<file path="src/rtl/axi8_lite_master_seq.sv">
`default_nettype none
// ============================================================================
// Module   : axi8_lite_master_seq
// Purpose  : Command-driven AXI4-Lite master. Runs one complete single-beat
//            write (AW/W/B) or read (AR/R) per accepted command and returns
//            read data plus a status code (00 OK, 01 slave error, 10 timeout).
// Ports    : ACLK/ARESET       clock, async active-high reset
//            cmd_*             command request (valid/ready)
//            rsp_*             result (valid/ready), rdata and status
//            AW*/W*/B*         AXI-Lite write channels
//            AR*/R*            AXI-Lite read channels
// Revision : 1.0 - initial release
// ============================================================================
module axi8_lite_master_seq #(
  parameter int ADDR_WIDTH = 1,
  parameter int DATA_WIDTH = 8,
  parameter int TIMEOUT    = 255
) (
  input  logic                    ACLK,
  input  logic                    ARESET,
  // command port
  input  logic                    cmd_valid,
  output logic                    cmd_ready,
  input  logic                    cmd_write,
  input  logic [ADDR_WIDTH-1:0]   cmd_addr,
  input  logic [DATA_WIDTH-1:0]   cmd_wdata,
  // response port
  output logic                    rsp_valid,
  input  logic                    rsp_ready,
  output logic [DATA_WIDTH-1:0]   rsp_rdata,
  output logic [1:0]              rsp_status,
  // AXI write address / data / response
  output logic [ADDR_WIDTH-1:0]   AWADDR,
  output logic                    AWVALID,
  input  logic                    AWREADY,
  output logic [DATA_WIDTH-1:0]   WDATA,
  output logic [DATA_WIDTH/8-1:0] WSTRB,
  output logic                    WVALID,
  input  logic                    WREADY,
  input  logic                    BVALID,
  output logic                    BREADY,
  input  logic [1:0]              BRESP,
  // AXI read address / data
  output logic [ADDR_WIDTH-1:0]   ARADDR,
  output logic                    ARVALID,
  input  logic                    ARREADY,
  input  logic                    RVALID,
  output logic                    RREADY,
  input  logic [DATA_WIDTH-1:0]   RDATA,
  input  logic [1:0]              RRESP
);

  // Phase counter is at least 8 bits, wider only if TIMEOUT needs it.
  localparam int CNT_W = ($clog2(TIMEOUT + 1) > 8) ? $clog2(TIMEOUT + 1) : 8;
  localparam logic [CNT_W-1:0] CNT_LAST = CNT_W'(TIMEOUT - 1);

  localparam logic [1:0] ST_OK      = 2'b00;
  localparam logic [1:0] ST_SLVERR  = 2'b01;
  localparam logic [1:0] ST_TIMEOUT = 2'b10;

  typedef enum logic [2:0] {
    S_IDLE    = 3'd0,
    S_WR_AW_W = 3'd1,
    S_WR_B    = 3'd2,
    S_RD_AR   = 3'd3,
    S_RD_R    = 3'd4,
    S_DONE    = 3'd5
  } state_t;

  state_t                  state_q,   state_d;
  logic                    awvalid_q, awvalid_d;
  logic                    wvalid_q,  wvalid_d;
  logic                    bready_q,  bready_d;
  logic                    arvalid_q, arvalid_d;
  logic                    rready_q,  rready_d;
  logic [ADDR_WIDTH-1:0]   awaddr_q,  awaddr_d;
  logic [ADDR_WIDTH-1:0]   araddr_q,  araddr_d;
  logic [DATA_WIDTH-1:0]   wdata_q,   wdata_d;
  logic [DATA_WIDTH-1:0]   rdata_q,   rdata_d;
  logic [1:0]              status_q,  status_d;
  logic [CNT_W-1:0]        cnt_q,     cnt_d;

  logic                    phase_expired;
  logic                    aw_pending;
  logic                    w_pending;

  always_comb begin
    state_d   = state_q;
    awvalid_d = awvalid_q;
    wvalid_d  = wvalid_q;
    bready_d  = bready_q;
    arvalid_d = arvalid_q;
    rready_d  = rready_q;
    awaddr_d  = awaddr_q;
    araddr_d  = araddr_q;
    wdata_d   = wdata_q;
    rdata_d   = rdata_q;
    status_d  = status_q;
    cnt_d     = cnt_q;

    // This is the last waiting cycle of the current phase.
    phase_expired = (cnt_q == CNT_LAST);
    // A channel is still pending if it is valid and not being taken this cycle.
    aw_pending    = awvalid_q & ~AWREADY;
    w_pending     = wvalid_q  & ~WREADY;

    case (state_q)
      S_IDLE: begin
        if (cmd_valid) begin
          if (cmd_write) begin
            awaddr_d  = cmd_addr;
            wdata_d   = cmd_wdata;
            awvalid_d = 1'b1;
            wvalid_d  = 1'b1;
            state_d   = S_WR_AW_W;
          end else begin
            araddr_d  = cmd_addr;
            arvalid_d = 1'b1;
            state_d   = S_RD_AR;
          end
        end
      end

      S_WR_AW_W: begin
        // AW and W retire independently; the phase ends when neither is left.
        awvalid_d = aw_pending;
        wvalid_d  = w_pending;
        if (!aw_pending && !w_pending) begin
          bready_d = 1'b1;
          state_d  = S_WR_B;
        end else if (phase_expired) begin
          awvalid_d = 1'b0;
          wvalid_d  = 1'b0;
          rdata_d   = '0;
          status_d  = ST_TIMEOUT;
          state_d   = S_DONE;
        end
      end

      S_WR_B: begin
        if (BVALID) begin
          bready_d = 1'b0;
          rdata_d  = '0;
          status_d = (BRESP != 2'b00) ? ST_SLVERR : ST_OK;
          state_d  = S_DONE;
        end else if (phase_expired) begin
          bready_d = 1'b0;
          rdata_d  = '0;
          status_d = ST_TIMEOUT;
          state_d  = S_DONE;
        end
      end

      S_RD_AR: begin
        if (ARREADY) begin
          arvalid_d = 1'b0;
          rready_d  = 1'b1;
          state_d   = S_RD_R;
        end else if (phase_expired) begin
          arvalid_d = 1'b0;
          rdata_d   = '0;
          status_d  = ST_TIMEOUT;
          state_d   = S_DONE;
        end
      end

      S_RD_R: begin
        if (RVALID) begin
          rready_d = 1'b0;
          rdata_d  = RDATA;
          status_d = (RRESP != 2'b00) ? ST_SLVERR : ST_OK;
          state_d  = S_DONE;
        end else if (phase_expired) begin
          rready_d = 1'b0;
          rdata_d  = '0;
          status_d = ST_TIMEOUT;
          state_d  = S_DONE;
        end
      end

      S_DONE: begin
        if (rsp_ready) begin
          state_d = S_IDLE;
        end
      end

      default: begin
        state_d   = S_IDLE;
        awvalid_d = 1'b0;
        wvalid_d  = 1'b0;
        bready_d  = 1'b0;
        arvalid_d = 1'b0;
        rready_d  = 1'b0;
      end
    endcase

    // Every state change restarts the phase counter, so each timed phase
    // starts from zero; it only advances while waiting in a timed phase.
    if (state_d != state_q) begin
      cnt_d = '0;
    end else if (state_q == S_WR_AW_W || state_q == S_WR_B ||
                 state_q == S_RD_AR   || state_q == S_RD_R) begin
      cnt_d = cnt_q + CNT_W'(1);
    end
  end

  always_ff @(posedge ACLK or posedge ARESET) begin
    if (ARESET) begin
      state_q   <= S_IDLE;
      awvalid_q <= 1'b0;
      wvalid_q  <= 1'b0;
      bready_q  <= 1'b0;
      arvalid_q <= 1'b0;
      rready_q  <= 1'b0;
      awaddr_q  <= '0;
      araddr_q  <= '0;
      wdata_q   <= '0;
      rdata_q   <= '0;
      status_q  <= ST_OK;
      cnt_q     <= '0;
    end else begin
      state_q   <= state_d;
      awvalid_q <= awvalid_d;
      wvalid_q  <= wvalid_d;
      bready_q  <= bready_d;
      arvalid_q <= arvalid_d;
      rready_q  <= rready_d;
      awaddr_q  <= awaddr_d;
      araddr_q  <= araddr_d;
      wdata_q   <= wdata_d;
      rdata_q   <= rdata_d;
      status_q  <= status_d;
      cnt_q     <= cnt_d;
    end
  end

  assign cmd_ready  = (state_q == S_IDLE);
  assign rsp_valid  = (state_q == S_DONE);
  assign rsp_rdata  = rdata_q;
  assign rsp_status = status_q;

  assign AWADDR  = awaddr_q;
  assign AWVALID = awvalid_q;
  assign WDATA   = wdata_q;
  assign WSTRB   = '1;
  assign WVALID  = wvalid_q;
  assign BREADY  = bready_q;
  assign ARADDR  = araddr_q;
  assign ARVALID = arvalid_q;
  assign RREADY  = rready_q;

endmodule
`default_nettype wire
</file>
<file path="config.mk">
export PLATFORM = sky130hd
export DESIGN_NAME = axi8_lite_master_seq
export DESIGN_NICKNAME = d
export VERILOG_FILES = /design/src/rtl/axi8_lite_master_seq.sv
export SDC_FILE = /design/constraint.sdc
export NUM_CORES = 1
export LEC_CHECK = 0
export CAP_MARGIN = 20
export CORE_AREA = 2 2 85 87
export DETAILED_ROUTE_END_ITERATION = 12
export DIE_AREA = 0 0 87 89
export DONT_BUFFER_PORTS = 1
export PLACE_DENSITY = 0.51
export SETUP_SLACK_MARGIN = 0.1
export SYNTH_ARGS = -nofsm -noshare
export SYNTH_HDL_FRONTEND = slang
export SYNTH_SLANG_ARGS = --single-unit
</file>
<file path="constraint.sdc">
create_clock -name ACLK -period 1.9 [get_ports ACLK]
set_input_delay 0.285 -clock ACLK [delete_from_list [all_inputs] [get_ports ACLK]]
set_output_delay 0.285 -clock ACLK [all_outputs]
set_load 0.01 [all_outputs]
</file>
# Yosys cells after proc, flatten, opt, wreduce, memory -nomap -nowiden
# Index checks and enable logic that the tools add are counted.
# totals
elab_cells,105
reg_bits,36
out_inout_bits,28
inputBits,31
# classes
muxes,44
n_bitwise,9
reduce_logical,22
n_eq_ne,17
addsub,1
# ops
operator,n
8-bit two-way mux,7
8-bit case mux with 4 select lines,1
3-bit two-way mux,7
3-bit case mux with 6 select lines,1
3-bit AND reduction,6
1-bit two-way mux,16
4-bit OR reduction,4
1-bit case mux with 3 select lines,5
2-bit two-way mux,6
2-bit inequality test (second input constant),6
3-bit inequality test (second input constant),3
8-bit by 1-bit adder with 8-bit output (second input constant),1
8-bit equality test (second input constant),1
2-bit case mux with 4 select lines,1
1-bit NOT,7
3-bit by 2-bit equality test with 1-bit output (second input constant),2
3-bit equality test (second input constant),2
2-bit nonzero test,3
4-bit AND reduction,1
4-bit nonzero test,1
3-bit by 1-bit equality test with 1-bit output (second input constant),1
3-bit logical NOT,1
1-bit logical OR,3
3-bit inequality test,1
4 further kinds,6

# Depth between registers and ports, before layout
# Gate-level depths: netlist (run 1).
# depth
depth_word,8
ltp_mapped,7
ltp_nobuf,6

# Worst setup path before layout (run 1)
# No wires, ideal clock.
# synth_timing
path_kind,register -> register
from,reg state_q[1]
to,reg cnt_q[1]
setup_ps,86
setup_slack_ps,140
arrival_time_ps,1674
n_path_buf,1
stages_incl_launch_ff,8
period_less_slack_ps,1760
required_ps,1814
path_cell_list,dfrtp_1 ha_1 buf_1 maj3_2 a21oi_1 o311a_1 o221ai_2 nor3_1
# synth_via
elab_chain_cells,5
word_cells_on_any_way,20
# synth_rtl
item,line,text
start: declaration,70,"state_t state_q, state_d;"
start signal: assignment,222,state_q <= state_d;
3-bit two-way mux (tied with other cells),--,
3-bit two-way mux (tied with other cells),168,if (RVALID) begin
3-bit case mux with 6 select lines / 1-bit logical OR (equally long branches),"107, 201",
3-bit inequality test / 1-bit logical OR (equally long branches),"199, 202",
8-bit two-way mux / 2-bit nonzero test (equally long branches),--,
end signal: assignment,233,cnt_q <= cnt_d;
end: declaration,81,"logic [CNT_W-1:0] cnt_q, cnt_d;"
# Parallel ways exist; a longest one is shown, timed or not.
# A chain may end at the register's enable or synchronous reset.

# Worst setup path after layout (run 1)
# layout_timing
from,reg state_q[2]
to,reg cnt_q[2]
# The elaborated chain is that of the path after synthesis.

==> results of run 1 <==
[power groups by stage]
stage / sequential, mW / clock, mW / combinational [mW]
final: 1.37 / 0.667 / 2.06
after global routing: 1.41 / 0.727 / 2.23
after CTS: 1.38 / 0.695 / 1.64
after detailed placement: 1.39 / 0 / 1.63
after global placement: 1.39 / 0 / 1.64
after floorplan: 1.34 / 0 / 1.27
[routing by layer]
layer	part of all wire, %	GRT usage, %
met2	44	16.3
met1	48	18.3
met4	1.3	5.11
met3	6.6	2.77
met5	0	0
[state kept, by name, indices dropped and copies added (netlist names)]
name and flops:
rsp_rdata 8, rsp_status 2, RREADY 1, WDATA 8, cnt_q 8, ARVALID 1, AWADDR 1, WVALID 1
ARADDR 1, state_q 3, AWVALID 1, BREADY 1
[stage by stage]
stage               hold WS, ns  cell area, µm²  power, mW  setup TNS (ns)  util, %
global placement          0.322            2140       3.03               0     31.8
CTS                     0.00613            2240       3.71               0     33.4
finish                 -0.00430            2390       4.09               0     35.6
floorplan                 0.374            1980       2.60               0        -
detailed placement        0.325            2140       3.02               0     31.8
global route             0.0454            2390       4.37        -0.00931     35.6
[cells by family (layout without fill, tap and decap cells)]
group | after synthesis | after routing | share of synthesized area [%]
flip-flops | 36 | 36 | 45.5
other | 1 | 1 | 0.189
AND/OR/NAND/NOR | 59 | 59 | 18.1
multiplexers | 10 | 10 | 5.68
buffers and inverters | 17 | 36 | 4.80
AO/OA/AOI/OAI | 47 | 47 | 18.2
XOR/XNOR | 8 | 8 | 4.48
adder cells (fa/ha/maj) | 5 | 5 | 3.09
[how the worst max path moves through the flow]
stage / startpoint / endpoint / slack (ns) / cells after the start
3_5_place_dp: state_q[1]$_DFF_PP0_ / cnt_q[5]$_DFFE_PP0P_ / 0.11 / 6
2_1_floorplan: state_q[1]$_DFF_PP0_ / cnt_q[1]$_DFFE_PP0P_ / 0.14 / 7
3_3_place_gp: state_q[2]$_DFF_PP0_ / cnt_q[3]$_DFFE_PP0P_ / 0.10 / 6
4_1_cts: state_q[2]$_DFF_PP0_ / rsp_rdata[7]$_DFFE_PP0P_ / 0.10 / 6
5_1_grt: state_q[2]$_DFF_PP0_ / cnt_q[2]$_DFFE_PP0P_ / -0.009 / 7
6_report: state_q[2]$_DFF_PP0_ / cnt_q[2]$_DFFE_PP0P_ / 0.07 / 7
[placed cells by master (no fill, tap or decap), types with 4 or more instances in the layout]
cell / synthesis / final
mux2_2: 10 / 10
buf_4: 1 / 18
nand3_1: 4 / 4
nor3_2: 1 / 7
nand2_1: 8 / 8
o21ai_0: 7 / 7
inv_1: 8 / 8
nor2_1: 10 / 10
a21oi_1: 9 / 7
xor2_1: 5 / 5
dfrtp_1: 36 / 36
a22o_1: 10 / 10
clkbuf_8: 0 / 5
a21o_1: 4 / 4
[critical path: stages, from the launching register on]
cell,delay (ns)
dfrtp_1,0.43
ha_2,0.23
maj3_2,0.31
a21oi_2,0.11
o311a_1,0.23
o221ai_4,0.12
buf_12,0.16
nor3_1,0.15
[cell type report]
cell class                      instances  area, µm²
Clock inverter                          2       35.0
Fill cell                             661       4330
Sequential cell                        36        901
Tap cell                               80        100
Clock buffer                            6       72.6
Timing Repair Buffer                   20        175
Inverter                                8       30.0
Multi-Input combinational cell        130       1080
[what timing repair did]
| action | 4_1_cts | 5_1_grt |
|---|---|---|
| endpoints found under the setup margin | 1 | 18 |
| pin swaps | 1 | 13 |
| gates resized for setup | 0 | 18 |
| setup buffers | 0 | 4 |
| hold buffers | 0 | 0 |
==> flow_summary_export.csv, run 1 <==
group,metric,value,unit
floorplan,start_util,29.5,%
final_layout,area_growth,20.6,%
floorplan,dieArea,7740,µm²
final_layout,drive_gt1_share,32.7,%
clock_tree,htreeDepth,2,
synth,synth.cell_area,1980,µm²
placement,port_buffers,0,
sta,slew_violations,0,
global_route,grtUsageTotal,12.1,%
power_and_ir_drop,cellPowerDensity,1710,nW/µm²
sta,post-route-period-util,96.1,%
route,drc,0,
synth,synth-edff-count,0,
route,drt_iter0_markers,66,
route,vias,1459,
outcome,violations,"hold timing",
final_layout,nets,236,
worst_setup_path,arrival,2.03,ns
synth,ys_async_sr_fraction,100,%
clock_tree,cts_buffer_depth,2,
synth,avgSynthCellArea,10.8,µm²
synth,ys_ff_latch,36,
power_and_ir_drop,p_leak,1.07,nW
placement,dp.cells,270,
min_path,hp-class,"primary input to asynchronous set/reset pin",
synth,synth.most_common_cell,"dfrtp_1",
sta,rsz0062_at_grt,"true",
sta,setup_ws,0.0738,ns
sta,skew,0.00511,ns
power_and_ir_drop,ir_drop,0.645,mV
sta,setup_viol,0,
worst_setup_path,rr_startpoint,"state_q[2]$_DFF_PP0_",
sta,finalHoldViolations,5,
route,routed_wl,4770,µm
clock_tree,cts_tree,"built",
synth,ys.flop_type,"dfrtp_1",
sta,whs,-0.00430,ns
placement,gp_congestion,0.864,
worst_setup_path,crit_type,"register to register",
global_route,grt_max_degree,37,
power_and_ir_drop,p_clk_share,16.3,%
clock_tree,worstSkewPairLatency,0.29,ns
synth,synth_area_leaders,"dfrtp_1 (45%), mux2_2 (5.7%), a22o_1 (4.4%), ha_1 (2.5%), a21oi_1 (2.3%)",
floorplan,num_rows,30,
route,ant_nets,0,
floorplan,die_w,87,µm
global_route,grt_pass1_wl,7130,µm
synth,yosysTopAreaCell,"dfrtp_1",
power_and_ir_drop,net-switching-power,1.66,mW
global_route,grt_overflow,0,
flow_run,cap_violations,0,
final_layout,final_cells,282,
floorplan,core_area,6720,µm²
final_layout,antenna_cells,0,
synth,synth.distinct_cells,51,
clock_tree,cts.clk_slew.worst_paths,0.07,ns
power_and_ir_drop,sw_frac_of_total,40.5,%
synth,synth_common_cells,"dfrtp_1 (36), a22o_1 (10), mux2_2 (10), nor2_1 (10), a21oi_1 (9)",
placement,dp.final_hpwl,3390,µm
worst_setup_path,rrSetupSlack,0.07,ns
global_route,grt_pass1_vias,1390,
worst_setup_path,crit_path_end_kind,"register",
worst_setup_path,reg2reg_depth,7,
placement,pre_cts_ws,0.114,ns
power_and_ir_drop,intPower,2.44,mW
synth,synth_cells,183,
sta,finalCriticalPeriod,1.83,ns
power_and_ir_drop,power_frac_comb,50.2,%
route,routed_via_density,5.17,
route,drtPass1Iterations,4,
synth,netlist.area_leader.share,45.5,%
synth,ys.warnings.count,0,
floorplan,die_y,89,µm
route,wl_per_cell,16.9,µm
worst_setup_path,timing.rr.end,"cnt_q[2]$_DFFE_PP0P_",
global_route,antenna_found_initial,0,
outcome,status,"finished with violations",
power_and_ir_drop,seqPwrFrac,33.5,%
worst_setup_path,path_max_fanout,8,
sta,max_freq,548,MHz
clock_tree,cts_sinks,36,
clock_tree,root_buffer,"clkbuf_8",
synth,synth-seq-area-share,45.5,%
clock_tree,cts_buffers,5,
worst_setup_path,required,2.10,ns
worst_setup_path,start_kind,"register",
floorplan,ios,59,
synth,synth_fp_nets,218,
(Power assumes the default switching activity.)
==> inputs of run 2 (changes only) <==
--- a/config.mk
+++ b/config.mk
@@ -10,7 +10,7 @@
 export DETAILED_ROUTE_END_ITERATION = 12
 export DIE_AREA = 0 0 87 89
 export DONT_BUFFER_PORTS = 1
-export PLACE_DENSITY = 0.51
+export PLACE_DENSITY = 0.5
 export SETUP_SLACK_MARGIN = 0.1
 export SYNTH_ARGS = -nofsm -noshare
 export SYNTH_HDL_FRONTEND = slang
==> constraint.sdc (replaced) <==
create_clock -name ACLK -period 2.1 [get_ports ACLK]
set_input_delay 0.315 -clock ACLK [delete_from_list [all_inputs] [get_ports ACLK]]
set_output_delay 0.315 -clock ACLK [all_outputs]
set_load 0.01 [all_outputs]
==> run 2 against run 1 <==
The run now ends clean. Clock-buffer cell count grew 1. Sequential cell count is the same. Clock skew grew 0.0050 ns. Sequential power shrank 7%. Non-clock buffer count shrank 9. Wire length shrank 1.6%. Cell count shrank 3.5%. Via count shrank 1.5%. Sequential share of layout area grew 3.4 points. Largest cell class unchanged. Largest power group unchanged. Highest routed layer unchanged.
==> flow_summary_export.csv, run 2 (synthesis results as in run 1) <==
group,metric,value,unit
clock_tree,htreeDepth,2,
worst_setup_path,crit_type,"register to register",
clock_tree,root_buffer,"clkbuf_8",
route,highest_layer,"met4",
flow_run,cap_violations,0,
clock_tree,cts_sinks,36,
floorplan,start_util,29.5,%
global_route,grt_pass1_wl,7110,µm
sta,setup_viol,0,
floorplan,die_w,87,µm
sta,whs,0.0181,ns
worst_setup_path,reg2reg_depth,6,
outcome,status,"finished clean",
route,drtPass1Iterations,4,
global_route,grt_max_degree,37,
final_layout,mostFrequentLayoutCells,"dfrtp_1 (35), buf_4 (11), mux2_2 (10), a22o_1 (10), nor2_1 (10)",
route,routed_via_density,5.28,
placement,dp.final_hpwl,3480,µm
clock_tree,cts_setup_buffers,0,
global_route,grtUsageTotal,12.2,%
final_layout,antenna_cells,0,
worst_setup_path,start_kind,"register",
route,drc,0,
clock_tree,postCtsResizedCells,0,
worst_setup_path,arrival,2.04,ns
power_and_ir_drop,p_leak,0.988,nW
sta,post-route-period-util,87.9,%
route,wl_per_cell,17.3,µm
placement,port_buffers,0,
floorplan,die_y,89,µm
clock_tree,cts_tree,"built",
final_layout,drive_gt1_share,22.4,%
worst_setup_path,timing.rr.end,"cnt_q[5]$_DFFE_PP0P_",
floorplan,core_area,6720,µm²
clock_tree,cts_buffer_depth,2,
final_layout,nets,227,
power_and_ir_drop,ir_drop,0.468,mV
floorplan,num_rows,30,
sta,skew,0.0102,ns
clock_tree,cts_buffers,5,
final_layout,final_common_cell,"dfrtp_1",
final_layout,area_growth,10.9,%
final_layout,multi_input_area,986,µm²
global_route,antenna_found_initial,0,
worst_setup_path,rr_startpoint,"state_q[2]$_DFF_PP0_",
worst_setup_path,crit_path_end_kind,"register",
final_layout,fill_cells,684,
sta,fin_tns_setup,0,ns
route,routed_wl,4690,µm
clock_tree,worstSkewPairLatency,0.29,ns
power_and_ir_drop,cellPowerDensity,1470,nW/µm²
floorplan,ios,59,
clock_tree,cts.clk_slew.worst_paths,0.08,ns
route,ant_nets,0,
global_route,grt_overflow,0,
placement,gp_congestion,0.797,
worst_setup_path,rrSetupSlack,0.25,ns
worst_setup_path,path_max_fanout,8,
floorplan,dieArea,7740,µm²
sta,finalHoldViolations,0,
worst_setup_path,worstSetupEndpoint,"cnt_q[5]$_DFFE_PP0P_",
sta,max_freq,542,MHz
route,wl_met2,2170,µm
sta,rsz0062_at_grt,"false",
sta,finalCriticalPeriod,1.85,ns
global_route,grt_pass1_vias,1362,
clock_tree,hold_buffers,0,
min_path,hp-class,"primary input to asynchronous set/reset pin",
sta,slew_violations,0,
final_layout,regArea,902,µm²
worst_setup_path,crit_start,"state_q[2]$_DFF_PP0_",
route,wl_met3,410,µm
worst_setup_path,required,2.30,ns
route,vias,1437,
route,met1_length,2040,µm
route,drt_iter0_markers,116,
## run 2: cell types whose count changed in the layout (fill, tap and decap cells not counted), sizes merged
cell / change
buf: -9
bufinv: -1
clkbuf: +1
clkinv: -1
## run 2: critical path, cell delays in order (launching register included)
cell,delay (ns)
dfrtp_2,0.49
ha_1,0.25
maj3_2,0.31
a21oi_1,0.11
o311a_1,0.18
o221ai_2,0.18
nor3_1,0.23
## run 2: how the worst min path moves through the flow
stage,from,slack (ns),end,cells past startpoint
CTS,ARESET,0.03,state_q[0]$_DFF_PP0_,2
finish,ARESET,0.02,state_q[0]$_DFF_PP0_,2
global route,ARESET,0.05,rsp_rdata[2]$_DFFE_PP0P_,2
detailed placement,ARESET,0.35,rsp_rdata[2]$_DFFE_PP0P_,2
global placement,ARESET,0.35,WDATA[5]$_DFFE_PP0P_,2
floorplan,cmd_write,0.40,ARVALID$_DFFE_PP0P_,1
## run 2: final cells by class
class / instances / area share, %
clock buffers: 7 / 4.38
inverters: 8 / 1.37
multi-input cells: 130 / 44.9
flip-flops and latches: 36 / 41.1
well taps: 80 / 4.56
repair buffers: 11 / 3.76
## run 2: routing by layer
layer	track usage [%]	vias to the layer above
met5	0	-
met4	4.83	0
met3	5.45	6
met2	17.6	49
met1	15.9	702
li1	-	680
## run 2: through the flow
| stage | util (%) | power (mW) | cell area, µm² | cells | setup slack [ns] |
|---|---|---|---|---|---|
| final | 32.7 | 3.23 | 2200 | 272 | 0.255 |
| after global routing | 32.7 | 3.48 | 2200 | 272 | 0.114 |
| after CTS | 32.7 | 3.26 | 2200 | 272 | 0.192 |
| after detailed placement | 31.2 | 2.71 | 2100 | 265 | 0.216 |
| after global placement | 31.2 | 2.69 | 2100 | 265 | 0.260 |
| after floorplan | - | 2.35 | 1980 | 183 | 0.340 |
## run 2: where the power goes
| part | switching (mW) | internal (mW) | total [mW] |
|---|---|---|---|
| Combinational | 0.782 | 0.646 | 1.43 |
| Sequential | 0.317 | 0.953 | 1.27 |
| Clock | 0.241 | 0.292 | 0.533 |
| Total | 1.34 | 1.89 | 3.23 |
==> inputs of run 3 (changes only) <==
--- a/config.mk
+++ b/config.mk
@@ -11,6 +11,7 @@
 export DIE_AREA = 0 0 87 89
 export DONT_BUFFER_PORTS = 1
 export PLACE_DENSITY = 0.5
+export RECOVER_POWER = 50
 export SETUP_SLACK_MARGIN = 0.1
 export SYNTH_ARGS = -nofsm -noshare
 export SYNTH_HDL_FRONTEND = slang
==> run 3 against run 2 <==
Total power hardly changed. Cell count stayed put. Clock skew stayed put. Die area stayed put. Via count stayed put. Critical path depth stayed put. Sequential cell count stayed put. Sequential power hardly changed. Sequential share of layout area hardly changed. First-iteration DRC count stayed put. Worst setup slack stayed put. Critical endpoint unchanged. Largest power group unchanged. Highest routed layer unchanged.
==> flow_summary_export.csv, run 3 (synthesis results as in run 1) <==
group,metric,value,unit
outcome,status,"finished clean",
clock_tree,worstSkewPairLatency,0.29,ns
sta,post-route-period-util,87.9,%
power_and_ir_drop,sw_frac_of_total,41.5,%
sta,slew_headroom,40.5,%
worst_setup_path,required,2.30,ns
route,drtPass1Iterations,4,
global_route,met3_usage,5.45,%
floorplan,die_y,89,µm
global_route,grt-busiest-layer,"met2",
route,routed_via_density,5.28,
clock_tree,cts_setup_buffers,0,
power_and_ir_drop,net-switching-power,1.34,mW
final_layout,area_growth,10.7,%
power_and_ir_drop,intPower,1.89,mW
route,vias,1437,
worst_setup_path,rrSetupSlack,0.25,ns
power_and_ir_drop,cellPowerDensity,1470,nW/µm²
clock_tree,cts_sinks,36,
final_layout,drive_gt1_share,22.4,%
floorplan,dieArea,7740,µm²
flow_run,cap_violations,0,
sta,max_freq,542,MHz
sta,finalHoldViolations,0,
sta,finalCriticalPeriod,1.85,ns
floorplan,core_area,6720,µm²
global_route,grt_overflow,0,
final_layout,final_common_cell,"dfrtp_1",
sta,slew_violations,0,
global_route,met2_usage,17.6,%
clock_tree,cts_tree,"built",
worst_setup_path,path_max_fanout,8,
worst_setup_path,arrival,2.04,ns
sta,fin_tns_setup,0,ns
global_route,antenna_found_initial,0,
sta,skew,0.0102,ns
sta,rsz0062_at_grt,"false",
final_layout,final_util,32.7,%
sta,worstMarginPinSlew,0.893,ns
min_path,hp-class,"primary input to register",
global_route,grt_pass1_wl,7110,µm
final_layout,nets,227,
worst_setup_path,start_kind,"register",
global_route,grt_max_degree,37,
power_and_ir_drop,p_leak,0.988,nW
placement,port_buffers,0,
clock_tree,cts.clk_slew.worst_paths,0.08,ns
clock_tree,root_buffer,"clkbuf_8",
power_and_ir_drop,power_frac_comb,44.2,%
final_layout,fill_cells,683,
global_route,grtUsageTotal,12.2,%
floorplan,ios,59,
final_layout,antenna_cells,0,
route,ant_nets,0,
worst_setup_path,crit_path_end_kind,"register",
route,drt_iter0_markers,116,
power_and_ir_drop,p_clk_share,16.5,%
route,routed_wl,4690,µm
floorplan,start_util,29.5,%
floorplan,die_w,87,µm
global_route,grt.met1_usage,15.9,%
power_and_ir_drop,ir_drop,0.468,mV
worst_setup_path,crit_type,"register to register",
route,wl_per_cell,17.3,µm
clock_tree,htreeDepth,2,
sta,setup_viol,0,
placement,gp_congestion,0.797,
final_layout,mostFrequentLayoutCells,"dfrtp_1 (35), mux2_2 (10), a22o_1 (10), nor2_1 (10), buf_4 (10)",
power_and_ir_drop,seqPwrFrac,39.3,%
placement,dp.final_hpwl,3480,µm
route,drc,0,
floorplan,num_rows,30,
clock_tree,cts_buffer_depth,2,
global_route,grt_pass1_vias,1362,
clock_tree,cts_buffers,5,
-- run 3: critical path, cell delays in order (launching register included) --
cell and delay, ns:
dfrtp_2 0.49, ha_1 0.25, maj3_2 0.31, a21oi_1 0.11
o311a_1 0.18, o221ai_2 0.18, nor3_1 0.23
-- run 3: area by class of cell --
type	instances	area, µm²	share of cell area [%]
clock buffers	7	96.3	4.39
well taps	80	100	4.56
flip-flops and latches	36	902	41.1
multi-input cells	130	986	44.9
repair buffers	11	80.1	3.65
inverters	8	30.0	1.37
-- run 3: what timing repair did --
action,4_1_cts,5_1_grt
hold buffers,0,0
resized for setup,0,1
endpoints found under the setup margin,0,15
-- run 3: routing by layer --
layer  vias to the layer above  part of all wire, %  routed length (µm)
met5                         -                    0                   0
met3                         6                  8.7                 410
met1                       702                   44                2040
li1                        680                    -                   -
met2                        49                   46                2170
met4                         0                  1.5                  69
-- run 3: worst paths after layout --
kind / from / cells after the start / end
worst max-delay path: state_q[2]$_DFF_PP0_ / 6 / cnt_q[5]$_DFFE_PP0P_
min in group asynchronous: ARESET / 2 / state_q[0]$_DFF_PP0_
max in group asynchronous: ARESET / 2 / state_q[2]$_DFF_PP0_
worst min register to register: rsp_status[0]$_DFFE_PP0P_ / 1 / rsp_status[0]$_DFFE_PP0P_
worst max register to register: state_q[2]$_DFF_PP0_ / 6 / cnt_q[5]$_DFFE_PP0P_
worst min-delay path: cmd_write / 1 / ARVALID$_DFFE_PP0P_
-- run 3: per-stage QoR --
step	cell area [µm²]	power [mW]	hold slack [ns]	setup WS, ns	instances
detailed placement	2100	2.71	0.347	0.216	265
CTS	2200	3.26	0.0328	0.192	272
global placement	2100	2.69	0.351	0.260	265
finish	2190	3.23	0.119	0.255	272
floorplan	1980	2.35	0.404	0.340	183
global route	2190	3.48	0.0937	0.114	272
-- run 3: power groups by stage --
stage	sequential, mW	clock [mW]	combinational [mW]
CTS	1.28	0.552	1.44
finish	1.27	0.533	1.43
detailed placement	1.29	0	1.43
floorplan	1.21	0	1.14
global placement	1.29	0	1.40
global route	1.31	0.584	1.59
